===== config.mk =====
export PLATFORM = sky130hd
export DESIGN_NAME = mem_access_unit
export DESIGN_NICKNAME = d
export VERILOG_FILES = /design/src/rtl/mem_access_unit.sv
export SDC_FILE = /design/constraint.sdc
export NUM_CORES = 1
export LEC_CHECK = 0
export BUFFER_PORTS_ARGS = -buffer_cell sky130_fd_sc_hd__buf_2
export CAP_MARGIN = 10
export CORE_ASPECT_RATIO = 1.5
export CORE_MARGIN = 10
export CORE_UTILIZATION = 50
export CTS_CLUSTER_SIZE = 40
export DETAILED_ROUTE_END_ITERATION = 8
export PLACE_DENSITY_LB_ADDON = 0.2
export SYNTH_ARGS = -nofsm -noshare
export SYNTH_HDL_FRONTEND = slang
export SYNTH_SLANG_ARGS = --single-unit

===== constraint.sdc =====
create_clock -name clk -period 2.64 [get_ports clk]
set_input_delay 0.528 -clock clk [delete_from_list [all_inputs] [get_ports clk]]
set_output_delay 0.528 -clock clk [all_outputs]
set_load 0.1 [all_outputs]

===== src/rtl/mem_access_unit.sv =====
// Load/store sequencer: accepts one memory operation at a time, issues a
// single-cycle cache request, then completes on a hit, on a later grant,
// or on timeout with an error. All outputs are registered.
module mem_access_unit #(
   parameter int ADDR_W  = 12,
   parameter int DATA_W  = 8,
   parameter int RES_W   = 16,
   parameter int TIMEOUT = 15
) (
   input  logic              clk,
   input  logic              rst,
   input  logic              start,
   input  logic              is_store,
   input  logic [ADDR_W-1:0] address_in,
   input  logic [DATA_W-1:0] data_in,
   output logic              busy,
   output logic              done,
   output logic              error,
   output logic [RES_W-1:0]  result,
   output logic              req_valid,
   output logic              req_we,
   output logic [ADDR_W-1:0] req_addr,
   output logic [DATA_W-1:0] req_wdata,
   input  logic              rsp_hit,
   input  logic              rsp_gnt,
   input  logic [DATA_W-1:0] rsp_rdata
);

   typedef enum logic [1:0] {
      ST_IDLE = 2'd0,
      ST_REQ  = 2'd1,
      ST_WAIT = 2'd2,
      ST_DONE = 2'd3
   } state_t;

   // Timer only has to reach TIMEOUT-1; keep at least one bit when disabled.
   localparam int TMR_W = (TIMEOUT > 1) ? $clog2(TIMEOUT) : 1;
   localparam logic [TMR_W-1:0] TMR_LAST = (TIMEOUT > 0) ? TMR_W'(TIMEOUT - 1) : {TMR_W{1'b0}};
   localparam bit TMO_EN = (TIMEOUT != 0);

   state_t             state_r;
   state_t             state_nxt_s;
   logic [TMR_W-1:0]   timer_r;
   logic               is_store_r;
   logic [ADDR_W-1:0]  addr_r;
   logic [DATA_W-1:0]  wdata_r;

   logic               tmo_s;
   logic               sel_store_s;
   logic [ADDR_W-1:0]  sel_addr_s;
   logic [DATA_W-1:0]  sel_data_s;

   logic               busy_nxt_s;
   logic               done_nxt_s;
   logic               error_nxt_s;
   logic [RES_W-1:0]   result_nxt_s;
   logic               req_valid_nxt_s;
   logic               req_we_nxt_s;
   logic [ADDR_W-1:0]  req_addr_nxt_s;
   logic [DATA_W-1:0]  req_wdata_nxt_s;

   // Completion value: stores report 1, loads report zero-extended read data.
   function automatic logic [RES_W-1:0] completion_value(input logic store,
                                                         input logic [DATA_W-1:0] rdata);
      if (store) begin
         completion_value = RES_W'(1);
      end else begin
         completion_value = RES_W'(rdata);
      end
   endfunction

   // Timeout detection and selection of the operation operands (live inputs on accept).
   always_comb begin
      tmo_s = 1'b0;
      if (TMO_EN && (timer_r == TMR_LAST)) begin
         tmo_s = 1'b1;
      end else begin
         tmo_s = 1'b0;
      end
      if (state_r == ST_IDLE) begin
         sel_store_s = is_store;
         sel_addr_s  = address_in;
         sel_data_s  = data_in;
      end else begin
         sel_store_s = is_store_r;
         sel_addr_s  = addr_r;
         sel_data_s  = wdata_r;
      end
   end

   // State register.
   always_ff @(posedge clk) begin
      if (rst) begin
         state_r <= ST_IDLE;
      end else begin
         state_r <= state_nxt_s;
      end
   end

   // Next-state logic; grant takes priority over timeout in the same cycle.
   always_comb begin
      state_nxt_s = state_r;
      case (state_r)
         ST_IDLE: begin
            if (start) state_nxt_s = ST_REQ;
            else       state_nxt_s = ST_IDLE;
         end
         ST_REQ: begin
            if (rsp_hit) state_nxt_s = ST_DONE;
            else         state_nxt_s = ST_WAIT;
         end
         ST_WAIT: begin
            if (rsp_gnt)    state_nxt_s = ST_DONE;
            else if (tmo_s) state_nxt_s = ST_DONE;
            else            state_nxt_s = ST_WAIT;
         end
         ST_DONE: state_nxt_s = ST_IDLE;
         default: state_nxt_s = ST_IDLE;
      endcase
   end

   // Output decode: next-cycle output values derived from the next state.
   always_comb begin
      busy_nxt_s      = (state_nxt_s == ST_REQ) || (state_nxt_s == ST_WAIT);
      done_nxt_s      = (state_nxt_s == ST_DONE);
      req_valid_nxt_s = (state_nxt_s == ST_REQ);
      if (busy_nxt_s) begin
         req_addr_nxt_s = sel_addr_s;
         req_we_nxt_s   = sel_store_s;
         if (sel_store_s) begin
            req_wdata_nxt_s = sel_data_s;
         end else begin
            req_wdata_nxt_s = {DATA_W{1'b0}};
         end
      end else begin
         req_addr_nxt_s  = {ADDR_W{1'b0}};
         req_we_nxt_s    = 1'b0;
         req_wdata_nxt_s = {DATA_W{1'b0}};
      end

      error_nxt_s  = error;
      result_nxt_s = result;
      case (state_r)
         ST_IDLE: begin
            if (start) begin
               error_nxt_s  = 1'b0;
               result_nxt_s = {RES_W{1'b0}};
            end else begin
               error_nxt_s  = error;
               result_nxt_s = result;
            end
         end
         ST_REQ: begin
            if (rsp_hit) begin
               result_nxt_s = completion_value(is_store_r, rsp_rdata);
            end else begin
               result_nxt_s = result;
            end
         end
         ST_WAIT: begin
            if (rsp_gnt) begin
               result_nxt_s = completion_value(is_store_r, rsp_rdata);
            end else if (tmo_s) begin
               error_nxt_s  = 1'b1;
               result_nxt_s = {RES_W{1'b0}};
            end else begin
               result_nxt_s = result;
            end
         end
         default: begin
            error_nxt_s  = error;
            result_nxt_s = result;
         end
      endcase
   end

   // Registered outputs.
   always_ff @(posedge clk) begin
      if (rst) begin
         busy      <= 1'b0;
         done      <= 1'b0;
         error     <= 1'b0;
         result    <= {RES_W{1'b0}};
         req_valid <= 1'b0;
         req_we    <= 1'b0;
         req_addr  <= {ADDR_W{1'b0}};
         req_wdata <= {DATA_W{1'b0}};
      end else begin
         busy      <= busy_nxt_s;
         done      <= done_nxt_s;
         error     <= error_nxt_s;
         result    <= result_nxt_s;
         req_valid <= req_valid_nxt_s;
         req_we    <= req_we_nxt_s;
         req_addr  <= req_addr_nxt_s;
         req_wdata <= req_wdata_nxt_s;
      end
   end

   // Operand capture on accept.
   always_ff @(posedge clk) begin
      if (rst) begin
         is_store_r <= 1'b0;
         addr_r     <= {ADDR_W{1'b0}};
         wdata_r    <= {DATA_W{1'b0}};
      end else if ((state_r == ST_IDLE) && start) begin
         is_store_r <= is_store;
         addr_r     <= address_in;
         wdata_r    <= data_in;
      end else begin
         is_store_r <= is_store_r;
         addr_r     <= addr_r;
         wdata_r    <= wdata_r;
      end
   end

   // WAIT-cycle timer: counts while remaining in WAIT, zero otherwise.
   always_ff @(posedge clk) begin
      if (rst) begin
         timer_r <= {TMR_W{1'b0}};
      end else if ((state_r == ST_WAIT) && (state_nxt_s == ST_WAIT)) begin
         timer_r <= timer_r + TMR_W'(1);
      end else begin
         timer_r <= {TMR_W{1'b0}};
      end
   end

endmodule

After elaboration in Yosys (flattened, before gate mapping) --
Cells that the tools add are included.
Operators by class: shift operators 0, bitwise operators 3, equal/unequal tests 12, mux-type cells 19, order comparisons 0, add/subtract/negate cells 1, $mul 0, div/mod/pow operators 0, reduce and logical (&&, ||, !) cells 11
Operators with widths (count):
- $mux 16 | 4
- $pmux 16 s3 | 1
- $mux 8 | 2
- $mux 12 | 1
- $mux 1 | 9
- $eq 2x2->1 const B | 4
- $ne 2x2->1 const B | 4
- $pmux 2 s4 | 1
- $reduce_and 4->1 | 2
- $add 4x1->4 const B | 1
- $eq 2x1->1 const B | 2
- $eq 4x4->1 const B | 1
- $reduce_or 2->1 | 2
- $ne 3x3->1 const B | 1
- $not 1->1 | 3
- $reduce_bool 3->1 | 1
- $reduce_or 3->1 | 1
- $logic_and 1x1->1 | 2
- $logic_not 2->1 | 1
- $pmux 1 s2 | 1
- $reduce_bool 2->1 | 1
- $logic_or 1x1->1 | 1
Word-level totals: output and inout port bits 41, bits in registers 68, input bits 34, memories kept 0, memory bits (writable) 0, bits in latches 0, word-level logic and storage cells 59, bits in read-only memories 0

Longest topological paths before layout --
Gate-level depths: netlist of run 1.
depth in word-level cells 9, mapped depth 11, mapped depth without buffers 10

Worst setup path after synthesis of run 1 --
Ideal clock, no wire load.
kind register to register, start point register state_r[0], end point register req_wdata[0], path buffers 0, data required time 2.576 ns, data arrival time 2.039 ns, stages on the path, launching flop included 11, setup slack 0.536 ns, library setup time 0.064 ns, clock period less this slack 2.104 ns, cells stage by stage dfxtp_1 > inv_1 > ha_1 > a221o_2 > o21ai_1 > inv_1 > ha_1 > or2_1 > inv_1 > nand2_2 > nor2_1
On the way: cells in the longest elaborated chain, start to end 6, elaborated cells between the ends (all ways) 13, those cells by class eq/ne: 5; mux: 3; bitwise: 2; reduce/logical: 3
RTL lines:
- from (decl) | line 41 | state_t state_r;
- from (signal assigned) | line 96 | state_r <= state_nxt_s;
- $eq 2x2->1 (tied with other cells) | line 103 | case (state_r)
- $pmux 2 s4 * | line 103
- named net state_nxt_s[0] | line 42 | state_t state_nxt_s;
- $eq 2x1->1 / $eq 2x2->1 (equally long branches) | line 124 | busy_nxt_s = (state_nxt_s == ST_REQ) || (state_nxt_s == ST_WAIT);
- $logic_or 1x1->1 * | line 124
- $not 1->1 (no line) *
- $reduce_or 3->1 (no line) *
- to (signal assigned) | line 187 | req_wdata <= {DATA_W{1'b0}};
- to (signal assigned) | line 196 | req_wdata <= req_wdata_nxt_s;
- to (decl) | line 23 | output logic [DATA_W-1:0] req_wdata,
Mark *: on every way through the listed nets, which the timed path passes. The rest lies on a longest branch. A chain may end at the register's enable or synchronous reset.

Final worst setup path of run 1 --
start point register state_r[0], end point register req_wdata[7]
The elaborated chain is that of the path after synthesis.

==> out/summary.txt, run 1 <==
Primary FF master, synth: dfxtp_1
DRT iter0 DRCs: 108
Max Freq: 421.6 MHz
setup total negative slack: 0 ns
Initial DRT Pass Iterations: 4
Seq/Total Area, Yosys: 50.00%
share of cells above drive strength 1: 28.79%
Yosys cell types: 31
Mean Syn Cell Area: 9.384 sq um
Die W: 76.60 um
DP Cell Count: 378
via count: 1895
Chip Height: 104.9 um
sequential cell area: 1201 sq um
Tmin final: 2.372 ns
Clock Skew: 0.006058 ns
die area: 8034 sq um
Worst Reg2Reg Path Length in Cells: 11
standard-cell rows: 30
Placer Congestion: 0.7399
RSZ-0062 raised after global routing: no
post-cts gate resize count: 0
htree depth: 3
PD cells: 1267 nW/um^2
CTS sink cnt: 60
Cells after Synth: 256
crit path launch type: flip-flop
Clock Latency Late Sink: 0.33 ns
Worst Path Arrival: 2.63 ns
vias in the first global route: 1953
number of synthesized flops with an enable pin: 0
CP Capture Type: flip-flop
endpoints failing setup: 0
Ant. Diodes: 0
WHS Path Cells: 3
#FFs+latches synth: 60
Clock Tree Buf Depth: 2
Top-Level Pins: 75
Final Max Tran Viols: 0
most frequent cells in the layout: buf_2 (66), dfxtp_1 (60), nand2_1 (44)
Non-Filler Instances: 394
total track usage: 13.30%
Initial Util: 52.46%
crit share post-route: 89.85%
pin count of the biggest net entering global routing: 25
Max Cap Viol: 0
port bufs: 66
status: finished, final reports clean
drt wl/cell: 13.38 um
multi-input logic area: 1080 sq um
Power, Total: 0.003812 W
final hold viol count: 0
global-route wire length before repair: 8.838 mm
fill count: 414
GRT Residual Overflow: 0
nets: 368
antenna violations before repair: 0
CP Data Required Time: 2.90 ns
Vias/cell: 4.810
drt drc: 0
Root Driver: clkbuf_8
Async S/R FF share, synth: 0%
CTS tree: done
yosys warns: 0
Post-Syn Area: 2402 sq um
Post-DP HPWL: 3.829 mm
CTS Hold Bufs: 0
WL final: 5.271 mm
Lkg Pwr: 1.452 nW
WS Path Type: reg -> reg
CTS Buf Count: 9
Reg clk slew, reported paths: 0.07 ns
postcts setup bufs: 0
most common cell after layout, fill and taps aside: buf_2
crit-path max FO: 24
VDD IR max: 0.0008750 V
Antenna Nets Post-Route: 0
min-delay worst type: in -> reg
Syn-to-layout area delta: 25.26%
Final Util: 65.71%
core box area: 4579 sq um
-- routing by layer --
layer  GRT usage, %  vias up  wire [um]
met2          22.88       54       2729
met4          5.600        0         74
li1               -      959          -
met5              0        -          0
met3          6.947        8        415
met1          13.07      874       2052
-- state kept, by name, summed over array words and instances, names as in the netlist --
register	count
error	1
timer_r	4
result	8
req_wdata	8
addr_r	12
req_valid	1
wdata_r	8
req_addr	12
state_r	2
done	1
busy	1
is_store_r	1
req_we	1
-- layout make-up --
class | instances | area share, %
clock buffers | 12 | 5.156
repair buffers | 71 | 12.22
clock inverters | 4 | 3.160
multi-input cells | 175 | 35.88
well taps | 64 | 2.661
flip-flops and latches | 60 | 39.92
inverters | 8 | 0.9979
-- worst paths after layout --
path,start,endpoint,slack [ns]
hold / removal,data_in[6],wdata_r[6],0.45
setup / recovery,state_r[0],req_wdata[7],0.27
setup reg to reg,state_r[0],req_wdata[7],0.27
hold reg to reg,wdata_r[0],wdata_r[0],0.45
-- cells in the mapped netlist (2+ instances only) --
cell type	number	area (sq um)
a21oi_1	22	110.1
nor2_1	25	93.84
buf_2	10	50.05
nor2b_1	3	18.77
clkbuf_1	2	7.510
mux2i_1	28	280.3
buf_4	8	60.06
nand3_1	9	45.04
ha_1	9	112.6
inv_1	8	30.03
dfxtp_1	60	1201
nand2_1	44	165.2
nand2b_1	10	62.56
-- power breakdown --
group	leakage (nW)	switching, W	internal (W)
Clock	0.127	0.000333	0.000677
Combinational	0.836	0.00129	0.000388
Sequential	0.489	0.0000576	0.00107
Total	1.45	0.00168	0.00213
-- metrics by stage --
step | hold slack (ns) | setup WS [ns] | cell area [sq um]
3_3_place_gp | 0.4407 | 0.3829 | 2759
6_report | 0.4455 | 0.2679 | 3009
3_5_place_dp | 0.4462 | 0.2681 | 2759
4_1_cts | 0.4331 | 0.2353 | 3009
2_1_floorplan | 0.4297 | 0.5363 | 2429
5_1_grt | 0.4322 | 0.04958 | 3009
-- kinds of logic (layout without fill, tap and decap cells) --
family,after synthesis,count (layout),share of synthesized area [%]
XOR/XNOR,2,2,0.7293
multiplexers,29,29,12.14
adder cells (fa/ha/maj),9,9,4.688
AO/OA/AOI/OAI,28,28,7.240
flip-flops,60,60,50.00
other,1,8,0.1561
AND/OR/NAND/NOR,99,99,18.91
buffers and inverters,28,95,6.146
-- worst max-delay path, stage by stage (launching register included) --
cell	delay, ns
dfxtp_1	0.33
inv_1	0.08
ha_1	0.17
buf_4	0.36
nand2b_1	0.19
o21ai_1	0.19
inv_1	0.11
ha_1	0.27
or2_1	0.24
inv_1	0.08
nand2_2	0.14
nor2_1	0.14
(Power assumes the default switching activity.)
==> inputs of run 2 (changes only) <==
Settings changed: CTS_BUF_LIST from default to sky130_fd_sc_hd__clkbuf_4.
==> run 2 against run 1 <==
Effect of this change: cell area decreased by 2.4%; global-route usage decreased by 0.18 points; power decreased by 5.7%.
==> out/summary.txt, run 2 (synthesis gave the netlist of run 1 again) <==
status: finished, final reports clean
global-route wire length before repair: 8.728 mm
slowest CP cell: dfxtp_1
multi-input logic area: 1080 sq um
CTS sink cnt: 60
post-cts gate resize count: 0
sequential cell area: 1201 sq um
PD cells: 1224 nW/um^2
CP peak stage delay: 0.38 ns
Vias/cell: 4.769
min-delay worst type: in -> reg
Placer Congestion: 0.7399
final hold viol count: 0
Worst Path Arrival: 2.72 ns
setup total negative slack: 0 ns
antenna violations before repair: 0
postcts setup bufs: 0
Hold Crit Start: data_in[6]
CTS tree: done
fill count: 424
standard-cell rows: 30
crit share post-route: 90.95%
Largest regs: addr_r x12, req_addr x12
RSZ-0062 raised after global routing: no
Initial DRT Pass Iterations: 4
CP Capture Type: flip-flop
Syn-to-layout area delta: 22.24%
crit path cell chain: inv_1, ha_1, a221o_2, o21ai_1, inv_1, ha_1, or2_1, inv_1, nand2_2, nor2_1
Max Freq: 416.5 MHz
Ant. Diodes: 0
WL final: 5.233 mm
CTS Hold Bufs: 0
Clock Tree Buf Depth: 2
dpl ws: 0.2681 ns
VDD IR max: 0.0007733 V
drt wl/cell: 13.28 um
port bufs: 66
die area: 8034 sq um
crit path launch type: flip-flop
Lkg Pwr: 1.421 nW
Die W: 76.60 um
Chip Height: 104.9 um
CP Data Required Time: 2.96 ns
Final Util: 64.13%
endpoints failing setup: 0
Clock Skew: 0.007247 ns
Worst Setup SP: state_r[0]
via count: 1879
pin count of the biggest net entering global routing: 25
htree depth: 3
drt drc: 0
Antenna Nets Post-Route: 0
WP buf/inv: 3
worst setup margin: 0.2390 ns
cell repeated most along the worst path: inv_1
Critical R2R Launch: state_r[0]
Top-Level Pins: 75
Root Driver: clkbuf_4
Clock Latency Late Sink: 0.38 ns
Non-Filler Instances: 394
CTS Buf Count: 9
vias in the first global route: 1956
most frequent cells in the layout: buf_2 (66), dfxtp_1 (60), nand2_1 (44)
GRT Residual Overflow: 0
crit-path max FO: 9
WS Path Type: reg -> reg
DRT iter0 DRCs: 103
most common cell after layout, fill and taps aside: buf_2
Initial Util: 52.46%
Max Cap Viol: 0
share of cells above drive strength 1: 28.48%
total track usage: 13.13%
Final Max Tran Viols: 0
Tmin final: 2.401 ns
Reg clk slew, reported paths: 0.10 ns
DP Cell Count: 378
core box area: 4579 sq um
CP delay by family, top: compound AO/OA/AOI/OAI gates
nets: 368
Post-DP HPWL: 3.829 mm
## run 2: cell type report
class | instances | share of cell area, %
flip-flops and latches | 60 | 40.90
multi-input cells | 175 | 36.77
repair buffers | 71 | 12.53
clock inverters | 6 | 3.494
well taps | 64 | 2.727
clock buffers | 10 | 2.556
inverters | 8 | 1.023
## run 2: where the power goes
group          total [W]  switching, W  internal, W
logic            0.00167       0.00129     0.000388
registers        0.00112     0.0000577      0.00107
clock network   0.000796      0.000313     0.000483
total            0.00359       0.00166      0.00194
## run 2: path summary, 6_finish.rpt
path | end | slack, ns | depth (start not counted)
hold reg to reg | wdata_r[0] | 0.46 | 2
hold / removal | wdata_r[6] | 0.38 | 3
setup / recovery | req_wdata[7] | 0.24 | 10
setup reg to reg | req_wdata[7] | 0.24 | 10
## run 2: layer usage
metal	vias to the layer above	global-route usage [%]	wire (um)
met5	-	0	0
met3	8	5.918	417
li1	959	-	-
met4	0	6.933	87
met2	57	22.45	2667
met1	855	13.02	2061
## run 2: through the flow
stage	instance area [sq um]	hold WS, ns	total power [W]
2_1_floorplan	2429	0.4297	0.002559
3_3_place_gp	2759	0.4407	0.002820
3_5_place_dp	2759	0.4462	0.002838
4_1_cts	2937	0.3600	0.003637
5_1_grt	2937	0.3558	0.003790
6_report	2937	0.3818	0.003594
## run 2: worst register-to-register path, cell delays in order, from the launching register on
cell	delay, ns
dfxtp_1	0.38
inv_1	0.08
ha_1	0.30
a221o_2	0.38
o21ai_1	0.23
inv_1	0.10
ha_1	0.27
or2_1	0.24
inv_1	0.09
nand2_2	0.14
nor2_1	0.14
